<file path="src/rtl/pc_pkg.sv">
// Shared types for the next-PC predictor.
//   XLEN        : default datapath / PC width
//   BTB_ENTRIES : default BTB depth
//   bp_ctr_t    : 2-bit saturating branch counter encoding
//   btb_entry_t : one BTB entry at the default configuration
//   ctr_next()  : saturating counter step toward the resolved direction
package pc_pkg;

  localparam int unsigned XLEN        = 32;
  localparam int unsigned BTB_ENTRIES = 16;
  localparam int unsigned IDX_W       = $clog2(BTB_ENTRIES);
  localparam int unsigned TAG_W       = XLEN - IDX_W - 2;

  typedef enum logic [1:0] {
    SNT = 2'b00,
    WNT = 2'b01,
    WT  = 2'b10,
    ST  = 2'b11
  } bp_ctr_t;

  typedef struct packed {
    logic             valid;
    logic [TAG_W-1:0] tag;
    logic [XLEN-1:0]  target;
    bp_ctr_t          ctr;
  } btb_entry_t;

  function automatic bp_ctr_t ctr_next(input bp_ctr_t ctr, input logic taken);
    bp_ctr_t res;
    res = ctr;
    unique case (ctr)
      SNT: res = taken ? WNT : SNT;
      WNT: res = taken ? WT  : SNT;
      WT:  res = taken ? ST  : WNT;
      ST:  res = taken ? ST  : WT;
      default: res = WNT;
    endcase
    return res;
  endfunction

endpackage

</file>
<file path="src/rtl/btb_bank.sv">
// Direct-mapped BTB storage held in flops.
//   clk, rst   : clock, synchronous active-low reset (clears valid, ctr -> WNT)
//   rd_idx/tag : combinational lookup; rd_hit, rd_taken (hit && ctr[1]), rd_target
//   wr_*       : resolved control-flow update, applied at posedge
// A lookup in the same cycle as a write to the same index sees the old entry.
module btb_bank
  import pc_pkg::*;
#(
  parameter int unsigned XLEN    = pc_pkg::XLEN,
  parameter int unsigned ENTRIES = pc_pkg::BTB_ENTRIES
) (
  input  logic                          clk,
  input  logic                          rst,
  input  logic [$clog2(ENTRIES)-1:0]    rd_idx,
  input  logic [XLEN-$clog2(ENTRIES)-3:0] rd_tag,
  output logic                          rd_hit,
  output logic                          rd_taken,
  output logic [XLEN-1:0]               rd_target,
  input  logic                          wr_en,
  input  logic [$clog2(ENTRIES)-1:0]    wr_idx,
  input  logic [XLEN-$clog2(ENTRIES)-3:0] wr_tag,
  input  logic                          wr_taken,
  input  logic [XLEN-1:0]               wr_target
);

  localparam int unsigned IDX_W = $clog2(ENTRIES);
  localparam int unsigned TAG_W = XLEN - IDX_W - 2;

  // Same layout as pc_pkg::btb_entry_t, sized by this instance's parameters.
  typedef struct packed {
    logic             valid;
    logic [TAG_W-1:0] tag;
    logic [XLEN-1:0]  target;
    bp_ctr_t          ctr;
  } entry_t;

  entry_t mem_q [ENTRIES];
  entry_t mem_d [ENTRIES];
  logic   wr_hit;

  always_comb begin
    rd_hit    = mem_q[rd_idx].valid && (mem_q[rd_idx].tag == rd_tag);
    rd_taken  = rd_hit && mem_q[rd_idx].ctr[1];
    rd_target = mem_q[rd_idx].target;
  end

  always_comb begin
    mem_d  = mem_q;
    wr_hit = mem_q[wr_idx].valid && (mem_q[wr_idx].tag == wr_tag);
    if (wr_en) begin
      if (wr_hit) begin
        mem_d[wr_idx].ctr = ctr_next(mem_q[wr_idx].ctr, wr_taken);
        if (wr_taken) begin
          mem_d[wr_idx].target = wr_target;
        end
      end else if (wr_taken) begin
        // Allocation evicts whatever aliased into this slot.
        mem_d[wr_idx].valid  = 1'b1;
        mem_d[wr_idx].tag    = wr_tag;
        mem_d[wr_idx].target = wr_target;
        mem_d[wr_idx].ctr    = WT;
      end
    end
  end

  always_ff @(posedge clk) begin
    if (!rst) begin
      for (int unsigned i = 0; i < ENTRIES; i++) begin
        mem_q[i].valid  <= 1'b0;
        mem_q[i].tag    <= '0;
        mem_q[i].target <= '0;
        mem_q[i].ctr    <= WNT;
      end
    end else begin
      mem_q <= mem_d;
    end
  end

endmodule

</file>
<file path="src/rtl/next_pc_predictor.sv">
// Next-PC selection sitting directly in front of the PC register.
//   clk, rst (sync, active-low), stall : control
//   PC                                  : current fetch PC
//   next_PC, pred_taken, pred_target    : fetch-side outputs (combinational)
//   ex_*                                : resolved branch/jump info from EX
//   flush                               : kill IF/ID and ID/EX on a redirect
//   mispred_count                       : mispredicts since reset (wraps)
module next_pc_predictor
  import pc_pkg::*;
#(
  parameter int unsigned     XLEN        = pc_pkg::XLEN,
  parameter int unsigned     BTB_ENTRIES = pc_pkg::BTB_ENTRIES,
  parameter logic [XLEN-1:0] RESET_VEC   = '0
) (
  input  logic            clk,
  input  logic            rst,
  input  logic            stall,
  input  logic [XLEN-1:0] PC,
  output logic [XLEN-1:0] next_PC,
  output logic            pred_taken,
  output logic [XLEN-1:0] pred_target,
  input  logic            ex_valid,
  input  logic            ex_is_branch,
  input  logic            ex_is_jump,
  input  logic [XLEN-1:0] ex_pc,
  input  logic            ex_taken,
  input  logic [XLEN-1:0] ex_target,
  input  logic            ex_pred_taken,
  input  logic [XLEN-1:0] ex_pred_target,
  output logic            flush,
  output logic [31:0]     mispred_count
);

  localparam int unsigned     IDX_W  = $clog2(BTB_ENTRIES);
  localparam logic [XLEN-1:0] PC_INC = XLEN'(4);

  logic            ex_ctrl;
  logic            mp;
  logic            rd_hit;
  logic            rd_taken;
  logic [XLEN-1:0] rd_target;
  logic [XLEN-1:0] pc_plus4;
  logic [31:0]     mispred_count_d;
  logic [31:0]     mispred_count_q;

  btb_bank #(
    .XLEN    (XLEN),
    .ENTRIES (BTB_ENTRIES)
  ) u_btb (
    .clk       (clk),
    .rst       (rst),
    .rd_idx    (PC[IDX_W+1:2]),
    .rd_tag    (PC[XLEN-1:IDX_W+2]),
    .rd_hit    (rd_hit),
    .rd_taken  (rd_taken),
    .rd_target (rd_target),
    .wr_en     (ex_ctrl),
    .wr_idx    (ex_pc[IDX_W+1:2]),
    .wr_tag    (ex_pc[XLEN-1:IDX_W+2]),
    .wr_taken  (ex_taken || ex_is_jump),
    .wr_target (ex_target)
  );

  always_comb begin
    ex_ctrl = ex_valid && (ex_is_branch || ex_is_jump);
    mp      = ex_ctrl && ((ex_taken != ex_pred_taken) ||
                          (ex_taken && (ex_target != ex_pred_target)));

    pc_plus4    = PC + PC_INC;
    pred_taken  = rd_taken;
    pred_target = rd_hit ? rd_target : pc_plus4;

    if (!rst) begin
      next_PC = RESET_VEC;
    end else if (mp) begin
      next_PC = ex_taken ? ex_target : (ex_pc + PC_INC);
    end else if (stall) begin
      next_PC = PC;
    end else begin
      next_PC = pred_taken ? pred_target : pc_plus4;
    end

    flush = mp && rst;

    mispred_count_d = mispred_count_q;
    if (mp) begin
      mispred_count_d = mispred_count_q + 32'd1;
    end
  end

  always_ff @(posedge clk) begin
    if (!rst) begin
      mispred_count_q <= '0;
    end else begin
      mispred_count_q <= mispred_count_d;
    end
  end

  assign mispred_count = mispred_count_q;

endmodule

</file>
<file path="config.mk">
export PLATFORM = sky130hd
export DESIGN_NAME = next_pc_predictor
export DESIGN_NICKNAME = d
export VERILOG_FILES = /design/src/rtl/pc_pkg.sv /design/src/rtl/btb_bank.sv /design/src/rtl/next_pc_predictor.sv
export SDC_FILE = /design/constraint.sdc
export NUM_CORES = 2
export LEC_CHECK = 0
export ABC_AREA = 1
export CORE_UTILIZATION = 35
export CTS_CLUSTER_SIZE = 24
export DETAILED_ROUTE_END_ITERATION = 7
export PLACE_DENSITY_LB_ADDON = 0.25
export SETUP_SLACK_MARGIN = 0.5
export SLEW_MARGIN = 20
export SYNTH_ARGS = -nofsm -noshare
export SYNTH_HDL_FRONTEND = slang
export SYNTH_HIERARCHICAL = 1
export SYNTH_SLANG_ARGS = --single-unit
</file>
<file path="constraint.sdc">
create_clock -name clk -period 15.54 [get_ports clk]
set_input_delay 3.885 -clock clk [delete_from_list [all_inputs] [get_ports clk]]
set_output_delay 3.885 -clock clk [all_outputs]
set_load 0.005 [all_outputs]
</file>
After elaboration in Yosys (flattened, before gate mapping)
Index checks and enable logic that the tools add are counted.

Add/subtract/negate cells: 3. Order comparisons: 3. Equality and inequality tests: 7. Muxes and demuxes: 36. Bitwise operators: 2. Reductions and logical operators: 14.

Operators with widths (number): 976-bit bitwise mux (6); 976-bit two-way mux (3); 61-bit demux with 4-bit select (4); 61-bit binary-select mux with 4-bit select (2); 61-bit two-way mux (5); 32-bit two-way mux (6); 32-bit by 3-bit adder with 32-bit output, second input constant (2); 60-bit two-way mux (1); 26-bit equality test (2); 34-bit two-way mux (1); 32-bit by 1-bit adder with 32-bit output, second input constant (1); 32-bit != test (1); 5-bit greater-or-equal comparator, second input constant (2); 2-bit two-way mux (5); 4-bit inverter with 5-bit output (2); 1-bit logical AND (8); 2-bit case mux with 4 select lines (1); 5-bit by 1-bit less-than comparator with 1-bit output, second input constant (1); 2-bit equality test, second input constant (2); 1-bit logical OR (3); 2-bit by 1-bit equality test with 1-bit output, second input constant (1); 2-bit logical NOT (1); 1-bit two-way mux (2); 2-bit AND reduction (1); 2 further kinds (2).

Bits in registers: 1008. Input bits: 136. Output and inout port bits: 98. Word-level logic and storage cells: 130.

Logic depth before layout (Yosys ltp)
Depth after elaboration: 12. Depth in mapped cells: 29.

Modules after synthesis
The synthesis kept the hierarchy.

Modules (own cells, without submodules): btb_bank (instances 1, cells each 7358, area an instance 48124.9 sq um, sequential area each 19538.7 sq um); next_pc_predictor (instances 1, cells each 1273, area an instance 6197.2 sq um, sequential area each 640.6 sq um).

Worst setup path after synthesis
No wires, ideal clock.

Kind: in2out. Start: in PC[2]. End: out next_PC[7]. Arrival: 6844 ps. Data required time: 11655 ps. Path slack: 4811 ps. Cell stages on the path: 24. Cell sequence: clkbuf_1 -> clkbuf_1 -> clkbuf_1 -> clkbuf_1 -> a21oi_1 -> o211ai_1 -> nand2_1 -> nand2_1 -> nand2_1 -> nor3_1 -> nand2_1 -> nor2_1 -> nand2_1 -> inv_1 -> clkbuf_1 -> inv_1 -> clkbuf_1 -> or2_2 -> nand3_1 -> nand3_1 -> nand2_1 -> nand2_1 -> nand2_1 -> nor2_1.

Longest elaborated chain between the ends: 11. Elaborated cells on any way between the ends: 13. Classes of those cells: add/sub (1); eq/ne (1); mux (8); bitwise (1); reduce/logical (2).

RTL lines: from (decl) (RTL line next_pc_predictor.sv:18) `input logic [XLEN-1:0] PC,`; 4-bit inverter with 5-bit output (not written as such) * (RTL line btb_bank.sv:42) `rd_hit = mem_q[rd_idx].valid && (mem_q[rd_idx].tag == rd_tag);`; 61-bit binary-select mux with 4-bit select * (RTL line btb_bank.sv:42); 61-bit two-way mux (not written as such) * (RTL line btb_bank.sv:42); 61-bit two-way mux (not written as such) * (RTL line btb_bank.sv:43) `rd_taken = rd_hit && mem_q[rd_idx].ctr[1];`; 26-bit equality test (RTL line btb_bank.sv:42); 1-bit logical AND * (RTL line btb_bank.sv:42); via rd_hit (RTL line next_pc_predictor.sv:39) `logic rd_hit;`; 32-bit two-way mux or 1-bit logical AND (tied branches) (RTL line next_pc_predictor.sv:71, btb_bank.sv:43); 32-bit two-way mux * (RTL line next_pc_predictor.sv:80) `next_PC = pred_taken ? pred_target : pc_plus4;`; 32-bit two-way mux * (RTL line next_pc_predictor.sv:77) `end else if (stall) begin`; 32-bit two-way mux * (RTL line next_pc_predictor.sv:75) `end else if (mp) begin`; 32-bit two-way mux * (RTL line next_pc_predictor.sv:73) `if (!rst) begin`; to (decl) (RTL line next_pc_predictor.sv:19) `output logic [XLEN-1:0] next_PC,`.

Mark *: on every way through the listed nets, which the timed path passes. The rest lies on a longest branch. The select of a mux whose other input is x is not followed.

Worst setup path after layout
Start: in PC[3]. End: out next_PC[5].

Longest elaborated chain between the ends: 11. Elaborated cells on any way between the ends: 13. Classes of those cells: add/sub (1); eq/ne (1); mux (8); bitwise (1); reduce/logical (2).

RTL lines (RTL line): 4-bit inverter with 5-bit output (not written as such) (btb_bank.sv:42, btb_bank.sv:43, btb_bank.sv:44); 61-bit binary-select mux with 4-bit select (btb_bank.sv:42, btb_bank.sv:43, btb_bank.sv:44); 61-bit two-way mux (not written as such) (btb_bank.sv:42); 61-bit two-way mux (not written as such) (btb_bank.sv:43); 26-bit equality test (btb_bank.sv:42); 1-bit logical AND (btb_bank.sv:42); 32-bit two-way mux or 1-bit logical AND (tied branches) (next_pc_predictor.sv:71, btb_bank.sv:43); 32-bit two-way mux * (next_pc_predictor.sv:80); 32-bit two-way mux * (next_pc_predictor.sv:77); 32-bit two-way mux * (next_pc_predictor.sv:75); 32-bit two-way mux * (next_pc_predictor.sv:73).

Every way passes the cells marked *; elsewhere a longest branch is shown, timed or not. The select of a mux whose other input is x is not followed.

==> flow_summary.json <==
{
  "port_buffers": 233,
  "setup_tns_ns": 0,
  "route.detailed.drc": 0,
  "clk_pin_slew_ns": 0.06,
  "design.core.area_um2": 154000,
  "worst_clock_skew_ns": 0.0713,
  "ios": 234,
  "slew_viol_final": 0,
  "cts_tree": "built",
  "max_freq_mhz": 73.7,
  "wl_per_cell_um": 22.0,
  "ys_seq_area_share_pct": 37.1,
  "dp_hpwl_mm": 140,
  "start_kind": "primary input",
  "setup_viol": 0,
  "setup_ws_ns": 1.97,
  "syn_avg_cell_area_um2": 6.29,
  "synth-seq-cells": 1008,
  "post_cts_resize_count": 0,
  "max_slew_margin_pct": 16.4,
  "hold_path_end": "u_btb/mem_q[380]",
  "fillers": 16400,
  "fp.dieH_um": 396,
  "fp.dieW_um": 396,
  "cts_buffers": 112,
  "grt_pass1_wl_mm": 341,
  "first_pass_iters": 6,
  "floorplan.initialDensity_pct": 35.3,
  "p_clk_share_pct": 44.5,
  "drt-total-wl_mm": 232,
  "worst-slew-pin-transition_ns": 1.25,
  "ant_nets": 0,
  "final_common_cell": "nand2_1",
  "cp_top_family": "buffers and inverters",
  "slowest_delay_ns": 0.78,
  "drive_gt1_share_pct": 4.77,
  "worstHoldPathCells": 2,
  "postCtsHoldBufs": 0,
  "crit_slowest_cell": "nor2_4",
  "crit_top_cell": "o21ai_0",
  "postLayoutCoreUtil_pct": 39.8,
  "rsz0062_at_grt": "false",
  "path_cells": "buf_8 -> buf_4 -> o21ai_0 -> a21oi_1 -> o21ai_0 -> o21ai_0 -> xnor2_1 -> nand3_1 -> nor3_1 -> nand2_1 -> nor2_1 -> nand2_1 -> nor2_4 -> inv_2 -> nand2_1 -> o21ai_0 -> nand2_1 -> o21ai_0 -> o21ai_0 -> clkdlybuf4s50_1",
  "synthFlopType": "dfxtp_1",
  "grtUsageTotal_pct": 28.4,
  "htreeDepth": 3,
  "antenna_found_initial": 10,
  "timing.max_cap.violations": 0,
  "async_flop_share_pct": 0,
  "std_cell_rows": 144,
  "final_cell_mix": "nand2_1, o21ai_0, a21oi_1",
  "layout.nets": 8548,
  "min-delay-start": "u_btb/mem_q[380]",
  "p_seq_share_pct": 43.2,
  "yosys_warnings": 6,
  "period_needed_ns": 13.57,
  "reg2regPathDepth": 17,
  "worstPathArrival_ns": 9.69,
  "areaGrowthSynthToFinish_pct": 12.9,
  "dieArea_um2": 157000,
  "cts_buffer_depth": 3,
  "syn_nets": 8770,
  "yosysTopAreaCellShare_pct": 37.1,
  "netlist.top_cell.by_area": "dfxtp_1",
  "vdd_drop_max_mv": 0.101,
  "outcome": "finished clean",
  "path_buf_inv": 4,
  "viasPerCell": 5.46,
  "routed-via-count": 57600,
  "cp_data_required_time_ns": 11.65,
  "fin_cells": 10500,
  "cts_root_buf": "clkbuf_16",
  "power.density_nw_per_um2": 99.7,
  "hp-class": "flip-flop to flip-flop",
  "post_cts_buffers": 0,
  "placed_cells": 10300,
  "finalCritPeriodShare_pct": 87.4,
  "switching_share_pct": 28.5,
  "combPwrFrac_pct": 12.3,
  "p_switching_w": 0.00174,
  "hold_viol_final": 0,
  "synth_area_um2": 54300,
  "reg2reg_setup_slack_ns": 10.83,
  "grt_pass1_vias": 52200,
  "finalPower_w": 0.00611,
  "critPathMaxFanout": 103,
  "place.gp.congestion": 0.985,
  "netlist_instances": 8631,
  "grt.overflow.total": 0,
  "synth-edff-count": 0,
  "yosysUniqueCellTypes": 43,
  "criticalPathCategory": "primary input to output port",
  "synth.top_cells.by_area": "dfxtp_1, o21ai_0, nand2_1",
  "cts.sinks": 1008,
  "drt_iter0_drc": 6332,
  "r2r_start": "u_btb/mem_q[303]",
  "leakagePower_nw": 23.9,
  "internal_power_w": 0.00437,
  "crit_path_end_kind": "output port",
  "grt_max_degree": 227,
  "clock_latency_ns": 0.77,
  "pre_cts_ws_ns": 2.19,
  "r2r-end": "u_btb/mem_q[408]"
}
## routing by layer
| metal | track usage, % | share of wire, % | up-vias | wire length [µm] |
|---|---|---|---|---|
| met2 | 45.0 | 45 | 2488 | 103000 |
| met3 | 4.86 | 8.3 | 482 | 19200 |
| met1 | 37.7 | 43 | 26800 | 98800 |
| li1 | - | - | 27800 | - |
| met5 | 0 | 0.0060 | - | 14 |
| met4 | 12.7 | 4.7 | 2 | 10800 |
## per-stage QoR
stage	area (µm²)	hold WS, ns
after floorplan	54300	0.429
after global placement	57500	0.439
after detailed placement	57500	0.444
after CTS	61300	0.453
after global routing	61300	0.463
final	61300	0.451
## worst max-delay path by stage
| stage | start | to | cells after the start |
|---|---|---|---|
| final | PC[3] | next_PC[5] | 20 |
| after global placement | PC[2] | next_PC[14] | 24 |
| after floorplan | PC[2] | next_PC[7] | 24 |
| after global routing | PC[2] | next_PC[14] | 23 |
| after CTS | PC[2] | next_PC[14] | 25 |
| after detailed placement | PC[2] | next_PC[14] | 24 |
## layout make-up
| cell class | instances | area, µm² | area share [%] |
|---|---|---|---|
| repair buffers | 373 | 3450 | 5.62 |
| multi-input cells | 6110 | 28300 | 46.2 |
| flip-flops and latches | 1008 | 20200 | 32.9 |
| diodes | 6 | 15.0 | 0.0245 |
| clock buffers | 168 | 3300 | 5.39 |
| inverters | 804 | 3030 | 4.93 |
| clock inverters | 33 | 450 | 0.735 |
| well taps | 2044 | 2560 | 4.17 |
## power by group through the flow
stage               sequential (W)  clock (W)  combinational (W)
global route               0.00264    0.00287           0.000801
finish                     0.00264    0.00272           0.000750
CTS                        0.00264    0.00275           0.000731
detailed placement         0.00270          0           0.000730
global placement           0.00270          0           0.000725
floorplan                  0.00269          0           0.000413
## flip-flops by register name, summed over array words and instances (netlist names)
| signal | flops |
|---|---|
| u_btb/mem_q | 976 |
| mispred_count | 32 |
## logic make-up (layout without fill, tap and decap cells)
kind of cell,after synthesis,in the layout,synth area share [%]
other,0,6,0
adders and majority gates,3,3,0.0691
xor gates and xnor gates,71,71,1.14
AOI/OAI and AO/OA,2984,2984,28.6
buffers and inverters,1513,1378,10.9
muxes,6,6,0.115
DFF,1008,1008,37.1
and+or+nand+nor,3046,3046,22.0
## synthesized netlist by cell type, types with 10 or more instances
cell / n
dfxtp_1: 1008
nor2_1: 1017
buf_2: 126
nand3_1: 241
o221ai_1: 67
xnor2_1: 33
a21oi_1: 1215
a22oi_1: 16
buf_1: 46
nand2_2: 10
nand2_1: 1692
o22ai_1: 21
clkbuf_1: 520
xor2_1: 38
o21bai_1: 14
inv_1: 792
o2111ai_1: 16
o21ai_1: 31
nand4_1: 19
or2_2: 16
buf_4: 15
o21ai_0: 1525
nor3_1: 26
o211ai_1: 63
## worst register-to-register path, stage by stage (launching register included)
cell and delay, ns:
dfxtp_1 0.30, inv_1 0.09, nor2_1 0.06, nor2_1 0.13, nand2_1 0.06, nand2_1 0.05, nand2_1 0.18, o21bai_1 0.42
o21ai_0 0.15, nor2_1 0.21, nand3_1 0.12, nor2_2 0.32, nand2_4 0.43, buf_4 0.59, nand2_2 0.59, buf_4 0.60
o21ai_0 0.15, a21oi_1 0.15
Power figures use the tool's default switching activity.
